$ cat config.mk
export PLATFORM = sky130hd
export DESIGN_NAME = collision_ctrl
export DESIGN_NICKNAME = d
export VERILOG_FILES = /design/src/rtl/collision_ctrl.sv
export SDC_FILE = /design/constraint.sdc
export NUM_CORES = 1
export LEC_CHECK = 0
export CAP_MARGIN = 20
export CELL_PAD_IN_SITES_DETAIL_PLACEMENT = 1
export CELL_PAD_IN_SITES_GLOBAL_PLACEMENT = 1
export CORE_MARGIN = 5
export CORE_UTILIZATION = 41
export CTS_CLUSTER_DIAMETER = 80
export DETAILED_ROUTE_END_ITERATION = 10
export DONT_BUFFER_PORTS = 1
export GPL_TIMING_DRIVEN = 0
export PLACE_DENSITY_LB_ADDON = 0.05
export SLEW_MARGIN = 0
export SYNTH_ARGS = -nofsm -noshare
export SYNTH_HDL_FRONTEND = slang
export SYNTH_SLANG_ARGS = --single-unit
$ cat constraint.sdc
create_clock -name clk -period 10.35 [get_ports clk]
set_clock_uncertainty 0.15 [all_clocks]
set_input_delay 1.035 -clock clk [delete_from_list [all_inputs] [get_ports clk]]
set_output_delay 1.035 -clock clk [all_outputs]
set_load 0.01 [all_outputs]
$ cat src/rtl/collision_ctrl.sv
// collision_ctrl: game-state sequencer for the dino runner.
// Compares the cactus and dino bounding boxes once per video frame, counts
// cactus passes as a saturating 4-digit BCD score and runs the
// IDLE -> RUN -> HIT -> OVER flow with player restart.
//
// State table:
//   IDLE | waiting for the first restart; movers frozen
//   RUN  | game live; overlap and pass detection active
//   HIT  | collision seen; movers frozen while HIT_HOLD frames elapse
//   OVER | game over; score held until restart
//
// Ports:
//   clk        in   sole clock, rising edge
//   rst        in   synchronous reset, active-high
//   frame_tick in   one-cycle pulse per video frame
//   cactus_x/y in   cactus left/top edge (10 bits)
//   dino_x/y   in   dino left/top edge (10 bits)
//   restart    in   player restart request (level)
//   stop       out  freeze for obstacle/dino movers
//   wipe       out  one-cycle pulse returning the cactus to x=640
//   hit        out  high in HIT and OVER
//   score      out  four BCD digits, [15:12] most significant
//
// Build option: define COLLISION_GRACE_EN to require overlap on two
// consecutive frames before RUN -> HIT.
module collision_ctrl #(
  parameter int CACTUS_W = 15,
  parameter int CACTUS_H = 33,
  parameter int DINO_W   = 20,
  parameter int DINO_H   = 22,
  parameter int HIT_HOLD = 60
) (
  input  logic        clk,
  input  logic        rst,
  input  logic        frame_tick,
  input  logic [9:0]  cactus_x,
  input  logic [9:0]  cactus_y,
  input  logic [9:0]  dino_x,
  input  logic [9:0]  dino_y,
  input  logic        restart,
  output logic        stop,
  output logic        wipe,
  output logic        hit,
  output logic [15:0] score
);

  typedef enum logic [1:0] {
    IDLE = 2'd0,
    RUN  = 2'd1,
    HIT  = 2'd2,
    OVER = 2'd3
  } state_t;

  localparam logic [10:0] CW        = 11'(CACTUS_W);
  localparam logic [10:0] CH        = 11'(CACTUS_H);
  localparam logic [10:0] DW        = 11'(DINO_W);
  localparam logic [10:0] DH        = 11'(DINO_H);
  localparam logic [7:0]  HOLD_LOAD = 8'(HIT_HOLD - 1);

  state_t      state_q, state_d;
  logic        armed_q, armed_d;
  logic [15:0] score_q, score_d;
  logic [7:0]  cnt_q, cnt_d;
  logic        wipe_q, wipe_d;
`ifdef COLLISION_GRACE_EN
  logic        pending_q, pending_d;
`endif

  // Box edges widened to 11 bits so right/bottom edges never wrap.
  logic [10:0] cx, cy, dx, dy;
  logic [10:0] c_right, c_bottom, d_right, d_bottom;
  logic        overlap, arm_cond, pass_cond;

  assign cx       = {1'b0, cactus_x};
  assign cy       = {1'b0, cactus_y};
  assign dx       = {1'b0, dino_x};
  assign dy       = {1'b0, dino_y};
  assign c_right  = cx + CW;
  assign c_bottom = cy + CH;
  assign d_right  = dx + DW;
  assign d_bottom = dy + DH;

  assign overlap   = (cx < d_right) && (dx < c_right) &&
                     (cy < d_bottom) && (dy < c_bottom);
  // Cactus fully right of the dino arms a pass; fully left completes it.
  assign arm_cond  = (cx >= d_right);
  assign pass_cond = (c_right <= dx);

  function automatic logic [15:0] bcd_inc(input logic [15:0] v);
    logic [15:0] r;
    logic        carry;
    r     = v;
    carry = 1'b1;
    if (v != 16'h9999) begin
      for (int i = 0; i < 4; i++) begin
        if (carry) begin
          if (r[i*4 +: 4] == 4'd9) begin
            r[i*4 +: 4] = 4'd0;
          end else begin
            r[i*4 +: 4] = r[i*4 +: 4] + 4'd1;
            carry       = 1'b0;
          end
        end
      end
    end
    return r;
  endfunction

  always_ff @(posedge clk) begin
    if (rst) begin
      state_q   <= IDLE;
      armed_q   <= 1'b0;
      score_q   <= 16'h0000;
      cnt_q     <= 8'd0;
      wipe_q    <= 1'b0;
`ifdef COLLISION_GRACE_EN
      pending_q <= 1'b0;
`endif
    end else begin
      state_q   <= state_d;
      armed_q   <= armed_d;
      score_q   <= score_d;
      cnt_q     <= cnt_d;
      wipe_q    <= wipe_d;
`ifdef COLLISION_GRACE_EN
      pending_q <= pending_d;
`endif
    end
  end

  always_comb begin
    state_d   = state_q;
    armed_d   = armed_q;
    score_d   = score_q;
    cnt_d     = cnt_q;
    wipe_d    = 1'b0;
`ifdef COLLISION_GRACE_EN
    pending_d = pending_q;
`endif
    case (state_q)
      IDLE, OVER: begin
        if (frame_tick && restart) begin
          state_d   = RUN;
          wipe_d    = 1'b1;
          score_d   = 16'h0000;
          armed_d   = 1'b0;
`ifdef COLLISION_GRACE_EN
          pending_d = 1'b0;
`endif
        end
      end
      RUN: begin
        if (frame_tick) begin
          if (overlap) begin
`ifdef COLLISION_GRACE_EN
            if (pending_q) begin
              state_d   = HIT;
              cnt_d     = HOLD_LOAD;
              pending_d = 1'b0;
            end else begin
              pending_d = 1'b1;
            end
`else
            state_d = HIT;
            cnt_d   = HOLD_LOAD;
`endif
          end else begin
`ifdef COLLISION_GRACE_EN
            pending_d = 1'b0;
`endif
            if (armed_q && pass_cond) begin
              score_d = bcd_inc(score_q);
              armed_d = 1'b0;
            end else if (arm_cond) begin
              armed_d = 1'b1;
            end
          end
        end
      end
      HIT: begin
        // Down-counter loaded on entry; terminal count ends the hold.
        if (frame_tick) begin
          if (cnt_q == 8'd0) begin
            state_d = OVER;
          end else begin
            cnt_d = cnt_q - 8'd1;
          end
        end
      end
      default: state_d = IDLE;
    endcase
  end

  assign stop  = (state_q != RUN);
  assign hit   = (state_q == HIT) || (state_q == OVER);
  assign wipe  = wipe_q;
  assign score = score_q;

endmodule

-- Word-level counts from Yosys, hierarchy flattened
Cells that the tools add are included.
- register bits: 28
- logic and storage cells: 116
- bits of input ports: 44
- equal/unequal tests: 22
- $add $sub $neg: 9
- muxes and demuxes: 51
- $lt $le $gt $ge: 6
- bitwise logic cells: 1
- reductions and logical operators: 19
- operators by type and width (cell ; number):
    $mux W16 ; 5
    $lt A10 B11 Y1 ; 4
    $mux W8 ; 4
    $pmux W16 S2 ; 1
    $mux W4 ; 7
    $mux W1 ; 26
    $ne A2 B2 Y1 const B ; 12
    $add A10 B5 Y11 const B ; 2
    $reduce_and A7 Y1 ; 3
    $add A4 B1 Y4 const B ; 4
    $eq A4 B4 Y1 const B ; 4
    $ne A16 B16 Y1 const B ; 1
    $pmux W8 S2 ; 1
    $reduce_and A5 Y1 ; 3
    $add A10 B4 Y11 const B ; 1
    $add A10 B6 Y11 const B ; 1
    $ge A10 B11 Y1 ; 1
    $le A11 B10 Y1 ; 1
    $mux W2 ; 5
    $logic_not A8 Y1 ; 1
    $sub A8 B1 Y8 const B ; 1
    $pmux W2 S3 ; 1
    $reduce_and A6 Y1 ; 1
    $logic_and A1 B1 Y1 ; 5
    10 further kinds ; 13

-- Logic depth before layout (Yosys ltp)
Gate-level depths: netlist of the first run.
- depth after elaboration: 26
- depth in mapped cells: 15
- depth with buffers taken out: 14

-- Worst setup path after synthesis of the first run
No wires, ideal clock.
- path kind: input to register
- start point: input cactus_x[0]
- end point: register cnt_q[1]
- buffers on the path: 0
- cell stages on the path: 14
- required time: 10.079 ns
- library setup time: 0.121 ns
- path slack: 6.247 ns
- data arrival time: 3.832 ns
- cell sequence: inv_1 > ha_1 > or3b_1 > and2_1 > nand4_1 > xnor2_1 > ha_1 > nand4_1 > a211oi_1 > nor3b_1 > a211oi_2 > nand3_2 > a221o_1 > mux2_4
- word-level cells in the longest chain between the ends: 7
- elaborated cells between the ends (all ways): 8
- classes of those cells: 1 x add/sub; 2 x order compare; 1 x eq/ne; 4 x reduce/logical
- RTL lines (item ; line ; RTL):
    start, declared ; 36 ; input logic [9:0] cactus_x,
    $add A10 B4 Y11 ; 78 ; assign c_right = cx + CW;
    $lt A10 B11 Y1 ; 83 ; assign overlap = (cx < d_right) && (dx < c_right) &&
    $logic_and A1 B1 Y1 * (2 in a row) ; 83 ;
    $logic_and A1 B1 Y1 * ; 84 ; (cy < d_bottom) && (dy < c_bottom);
    $ne A2 B2 Y1 (no source line) * ; n/a ;
    $reduce_and A5 Y1 (no source line) * ; n/a ;
    end signal, assigned ; 123 ; cnt_q <= cnt_d;
    end, declared ; 63 ; logic [7:0] cnt_q, cnt_d;
Mark *: on every way between the ends. The rest lies on a longest branch, timed or not.
A chain may end at the register's enable or synchronous reset.

-- Worst setup path in the final report of the first run
- start point: input cactus_x[2]
- end point: register state_q[1]
- word-level cells in the longest chain between the ends: 7
- elaborated cells between the ends (all ways): 8
- classes of those cells: 1 x add/sub; 2 x order compare; 1 x eq/ne; 4 x reduce/logical
- RTL lines (item ; line ; RTL):
    $add A10 B4 Y11 ; 78 ;
    $lt A10 B11 Y1 ; 83 ;
    $logic_and A1 B1 Y1 * (2 in a row) ; 83 ;
    $logic_and A1 B1 Y1 * ; 84 ;
    $ne A2 B2 Y1 (no source line) * ; n/a ;
    $reduce_and A5 Y1 (no source line) * ; n/a ;
    end signal, assigned ; 120 ; state_q <= state_d;
    end, declared ; 60 ; state_t state_q, state_d;
Marks and branches as above.

==> summary.txt, run 1 <==
Run status
  • Status: finished, final reports clean

Layout
  • Share of cells above drive strength 1: 0.0391
  • Area Growth Syn to Fin: 6.19%
  • Antenna cell count: 0
  • Sequential cell area: 561 um^2
  • Fill count: 971
  • Most frequent cells in the layout: ha_1, inv_1, a21oi_1, nand2_1, dfxtp_1
  • Post-layout util: 0.444
  • Multi-input gate area: 2500 um^2
  • Most common cell after layout, fill and taps aside: ha_1
  • Final Net Count: 510

STA
  • Max Clk Rate: 236 MHz
  • Post-route worst setup slack: 6.11 ns
  • Final min period: 4.24 ns
  • Final Hold Viols: 0
  • Part of the cycle the worst path needs: 0.409
  • Worst-Margin Slew: 0.831 ns
  • Slew HR: 0.438
  • RSZ-0062 raised after global routing: no
  • Max-slew violation count: 0
  • Final setup fails: 0
  • Final TNS setup: 0 ns

Worst setup path
  • Crit path max-delay family: compound AO/OA/AOI/OAI gates
  • Worst Path Required: 10.37 ns
  • Critical path's slowest cell: o41ai_1
  • Setup CP Type: primary input to register
  • Worst-path fanout max: 5
  • Critical Path Start Type: primary input
  • Worst path arrival time: 4.26 ns
  • WP buf/inv: 0
  • Max stage delay on crit path: 0.77 ns
  • Crit. End Element: register
  • CP Cell Sequence: o41ai_1 > nor2_1 > xor2_1 > ha_1 > nand4_1 > a211oi_1 > nor3b_1 > a211oi_2 > nand3_2 > a221oi_2 > mux2_1

Detailed routing
  • Drt initial violations: 72
  • Routed wire length: 8840 um
  • DRC violations left: 0
  • DRT Pass-1 Iters: 4
  • Vias per cell: 5.85
  • Avg WL per Cell: 17.3 um
  • DR vias: 2991
  • Antenna Violating Nets Remaining: 0

Global route
  • Initial antenna violation count: 0
  • Vias in the first global route: 3073
  • First-pass GRT wire length: 14600 um
  • Largest net degree at the start of global routing: 17
  • Tot GR Track Use: 0.178
  • GRT overflow: 0

CTS
  • CTS tree: done
  • TritonCTS buffer count: 3
  • Hold_buf cts: 0
  • Clock root buffer: clkbuf_8
  • Insertion delay to the later sink of the worst-skew pair: 0.29 ns
  • Setup Fix Bufs, Post-CTS: 0
  • CTS Buffer Depth: 2
  • CTS-repair resized insts: 0
  • CTS H-Tree Depth: 1
  • Clock tree sinks: 28
  • Worst-path clk slew: 0.10 ns

Synth
  • Syn Inst Count: 405
  • Top cells by area, synth: ha_1, dfxtp_1, a21oi_1
  • Number of enable flip-flop cells after synthesis: 0
  • Ys async rst share: 0
  • Synth unique cells: 60
  • FF+latch count, synth: 28
  • Leading register cell type out of synthesis: dfxtp_1
  • Syn Area/Cell: 7.94 um^2
  • Largest area contributor in the netlist: ha_1
  • Post-Syn Area: 3220 um^2
  • Syn. warnings: 0
  • Synth top area share: 0.218
  • Syn Nets: 505
  • Register area share after synthesis: 0.174

Place
  • Worst slack, placed: 5.81 ns
  • Post-DP HPWL: 7320 um
  • Number of I/O port buffers: 0
  • Routability Congestion: 0.773

Floorplanning
  • Effective utilization at floorplan: 0.418
  • Num ports: 63
  • # rows: 32
  • Die ar.: 9710 um^2
  • Die H: 98.6 um
  • Core area: 7690 um^2
  • Die Span X: 98.6 um

Pwr
  • Leakage power: 1.38 nW
  • PD cells: 135 nW/um^2
  • Peak supply drop: 0.0641 mV

Hold path
  • HP Class: register to register

Run
  • Total of max-cap violations: 0
==> worst min-delay path, stage by stage (launching register included) <==
cell     delay (ns)
dfxtp_1        0.32
o21ai_0        0.07
a21oi_1        0.06
==> report_power, final <==
part,switching [mW],internal (mW)
Combinational,0.150,0.0913
Sequential,0.0117,0.118
Clock,0.0393,0.0519
==> flip-flops by register name, summed over array words and instances, names as in the netlist <==
signal	cells
score	16
cnt_q	8
state_q	2
armed_q	1
wipe	1
==> per-stage QoR <==
stage | area, um^2 | power (mW) | std cells | hold WS, ns
floorplan | 3220 | 0.315 | 405 | 0.300
global placement | 3340 | 0.367 | 507 | 0.324
detailed placement | 3340 | 0.374 | 507 | 0.327
CTS | 3410 | 0.468 | 511 | 0.341
global route | 3410 | 0.504 | 511 | 0.377
finish | 3410 | 0.462 | 511 | 0.339
==> metal layers <==
layer / up-vias / part of all wire / global-route usage / routed length [um]
met5: - / 0 / 0 / 0
met4: 0 / 0.0032 / 0.0105 / 28
met3: 4 / 0.047 / 0.0354 / 412
met2: 45 / 0.49 / 0.324 / 4380
met1: 1435 / 0.46 / 0.226 / 4020
li1: 1507 / - / - / -
==> Yosys cell counts (all sizes together), types with 2 or more instances <==
cell type / instances
a211o: 4
a211oi: 6
a21boi: 2
a21oi: 30
a31o: 2
a31oi: 4
a32o: 4
and2: 3
and3: 11
and4: 4
clkbuf: 9
dfxtp: 28
ha: 56
inv: 32
mux2: 3
mux2i: 4
nand2: 28
nand2b: 5
nand3: 24
nand3b: 6
nand4: 9
nand4b: 4
nor2: 27
nor3: 9
nor3b: 3
nor4b: 2
o2111ai: 3
o211ai: 2
o21a: 2
o21ai: 16
o221ai: 2
o31ai: 3
o41ai: 4
or2: 3
or3: 8
or4: 2
xnor2: 14
xor2: 14
==> path summary, 6_finish.rpt <==
| kind | cells after the start | endpoint | start | slack, ns |
|---|---|---|---|---|
| max | 11 | state_q[1] | cactus_x[2] | 6.11 |
| min | 2 | cnt_q[7] | cnt_q[7] | 0.34 |
| max reg2reg | 8 | score[10] | state_q[1] | 7.23 |
| min reg2reg | 2 | cnt_q[7] | cnt_q[7] | 0.34 |
==> layout make-up <==
cell class	instances	area share
inverter	33	0.0363
buffer	9	0.00989
sequential	28	0.164
tap	102	0.0374
clock inverter	1	0.00879
clock buffer	3	0.0121
multi-input combinational	335	0.731
==> cells by family after synthesis <==
kind of cell | count (synthesis) | synth area share
xor gates and xnor gates | 28 | 0.0763
DFF | 28 | 0.174
muxes | 7 | 0.0241
AOI/OAI and AO/OA | 94 | 0.204
adders and majority gates | 56 | 0.218
and+or+nand+nor | 150 | 0.254
buffers and inverters | 42 | 0.0490
Power figures use the tool's default switching activity.
==> inputs of run 2 (changes only) <==
Clock period 10.35 ns to 3.7 ns, I/O delays scaled along.
==> run 2 against run 1 <==
  * Die area is the same
  * Global-route usage is the same
  * Combinational power grew to 2.8 times the previous value
  * Final cell count is the same
  * Largest power group unchanged
==> summary.txt, run 2 (synthesis gave the netlist of run 1 again) <==
Place
  • Post-DP Area: 3340 um^2 (unchanged)
  • Routability Congestion: 0.773 (unchanged)
  • Worst slack, placed: -0.176 ns (was 5.81 ns)
  • Number of I/O port buffers: 0 (unchanged)
  • Placed cells: 507 (unchanged)
  • Post-DP HPWL: 7320 um (unchanged)

Worst setup path
  • Crit path max-delay family: compound AO/OA/AOI/OAI gates (unchanged)
  • Crit. path cell count: 11 (unchanged)
  • Critical path's slowest cell: o41ai_1 (unchanged)
  • CP Cell Sequence: o41ai_1 > nor2_1 > xor2_1 > ha_1 > nand4_1 > a211oi_1 > nor3b_1 > a211oi_2 > nand3_2 > a221oi_2 > mux2_1 (unchanged)
  • Worst-path fanout max: 5 (unchanged)
  • Reg2reg path depth: 9 (was 8)
  • Critical Path Start Type: primary input (unchanged)
  • Worst Path Required: 3.72 ns (was 10.37 ns)
  • Max stage delay on crit path: 0.77 ns (about the same)
  • WP buf/inv: 0 (unchanged)
  • Crit. End Element: register (unchanged)
  • Worst path arrival time: 3.57 ns (was 4.26 ns)
  • Setup CP Type: primary input to register (unchanged)

Global route
  • First-pass GRT wire length: 14600 um (unchanged)
  • GRT overflow: 0 (unchanged)
  • Met3 GRT Util: 0.0354 (unchanged)
  • Tot GR Track Use: 0.178 (unchanged)
  • Met1 usage: 0.226 (unchanged)
  • Met2 Track Usage GR: 0.324 (unchanged)
  • Busiest layer in global routing: met2 (unchanged)
  • Vias in the first global route: 3073 (unchanged)
  • Initial antenna violation count: 0 (unchanged)
  • Largest net degree at the start of global routing: 17 (unchanged)

STA
  • Max-slew violation count: 0 (unchanged)
  • Slew HR: 0.440 (was 0.438)
  • Part of the cycle the worst path needs: 0.960
  • Final min period: 3.55 ns
  • RSZ-0062 raised after global routing: yes (was no)
  • Worst-Margin Slew: 0.829 ns (was 0.831 ns)
  • Hold_ws: 0.0641 ns (was 0.339 ns)
  • Post-route worst setup slack: 0.147 ns (was 6.11 ns)
  • Max Clk Rate: 281 MHz
  • Final Hold Viols: 0 (unchanged)
  • Final TNS setup: 0 ns (unchanged)
  • Final setup fails: 0 (unchanged)

Detailed routing
  • Avg WL per Cell: 17.2 um (was 17.3 um)
  • DRT Pass-1 Iters: 5 (was 4)
  • Drt initial violations: 94 (was 72)
  • Vias per cell: 5.83 (was 5.85)
  • Antenna Violating Nets Remaining: 0 (unchanged)
  • Routed wire length: 8800 um (was 8840 um)
  • DR vias: 2978 (was 2991)
  • DRC violations left: 0 (unchanged)

Run status
  • Status: finished, final reports clean (unchanged)

CTS
  • Clock tree sinks: 28 (unchanged)
  • CTS tree: done (unchanged)
  • Worst-path clk slew: 0.11 ns (was 0.10 ns)
  • Setup Fix Bufs, Post-CTS: 0 (unchanged)
  • TritonCTS buffer count: 3 (unchanged)
  • Hold_buf cts: 0 (unchanged)
  • CTS Buffer Depth: 2 (unchanged)
  • CTS H-Tree Depth: 1 (unchanged)
  • Clock root buffer: clkbuf_8 (unchanged)
  • Insertion delay to the later sink of the worst-skew pair: 0.29 ns (about the same)

Pwr
  • Final Total Pwr: 1.29 mW (was 0.462 mW)
  • Peak supply drop: 0.180 mV (was 0.0641 mV)
  • Leakage power: 1.38 nW (about the same)
  • PD cells: 378 nW/um^2 (was 135 nW/um^2)

Layout
  • Antenna cell count: 0 (unchanged)
  • Most frequent cells in the layout: ha_1, inv_1, a21oi_1, nand2_1, dfxtp_1 (unchanged)
  • Most common cell after layout, fill and taps aside: ha_1 (unchanged)
  • Post-layout util: 0.445 (was 0.444)
  • Final instance area: 3420 um^2 (was 3410 um^2)
  • Area Growth Syn to Fin: 6.34% (was 6.19%)
  • Largest register FFs: 16 (unchanged)
  • Share of cells above drive strength 1: 0.0416 (was 0.0391)
  • Final Net Count: 510 (unchanged)
  • Non-Filler Instances: 511 (unchanged)

Hold path
  • HP Class: primary input to register (was register to register)
  • Hold depth: 2 (unchanged)

Floorplanning
  • Die ar.: 9710 um^2 (unchanged)
  • Num ports: 63 (unchanged)
  • Die Span X: 98.6 um (unchanged)
  • Core area: 7690 um^2 (unchanged)
  • # rows: 32 (unchanged)
  • Effective utilization at floorplan: 0.418 (unchanged)
  • Die H: 98.6 um (unchanged)

Run
  • Total of max-cap violations: 0 (unchanged)
-- run 2: power by group --
group | total [mW] | leakage (nW) | switching, mW | internal (mW)
registers | 0.362 | 0.226 | 0.0328 | 0.330
logic | 0.677 | 1.12 | 0.420 | 0.256
clock network | 0.252 | 0.0357 | 0.107 | 0.145
total | 1.29 | 1.38 | 0.560 | 0.731
-- run 2: path summary, 6_finish.rpt --
| check | from | end | slack, ns |
|---|---|---|---|
| min | restart | wipe | 0.06 |
| max | cactus_x[2] | state_q[1] | 0.15 |
| min reg2reg | cnt_q[7] | cnt_q[7] | 0.34 |
| max reg2reg | state_q[1] | score[6] | 0.61 |
-- run 2: timing repair --
action	in CTS	in global routing
endpoints found under the setup margin	0	8
hold endpoints to repair	0	0
gates resized for setup	0	1
-- run 2: layout make-up --
type	instances	area (um^2)
fill	970	4270
buffer	9	33.8
multi-input combinational	335	2500
tap	102	128
clock inverter	1	30.0
inverter	33	124
sequential	28	561
clock buffer	3	41.3
-- run 2: layer usage --
layer | vias up | wire (um)
li1 | 1509 | -
met1 | 1424 | 4030
met2 | 41 | 4340
met3 | 4 | 393
met4 | 0 | 28
met5 | - | 0
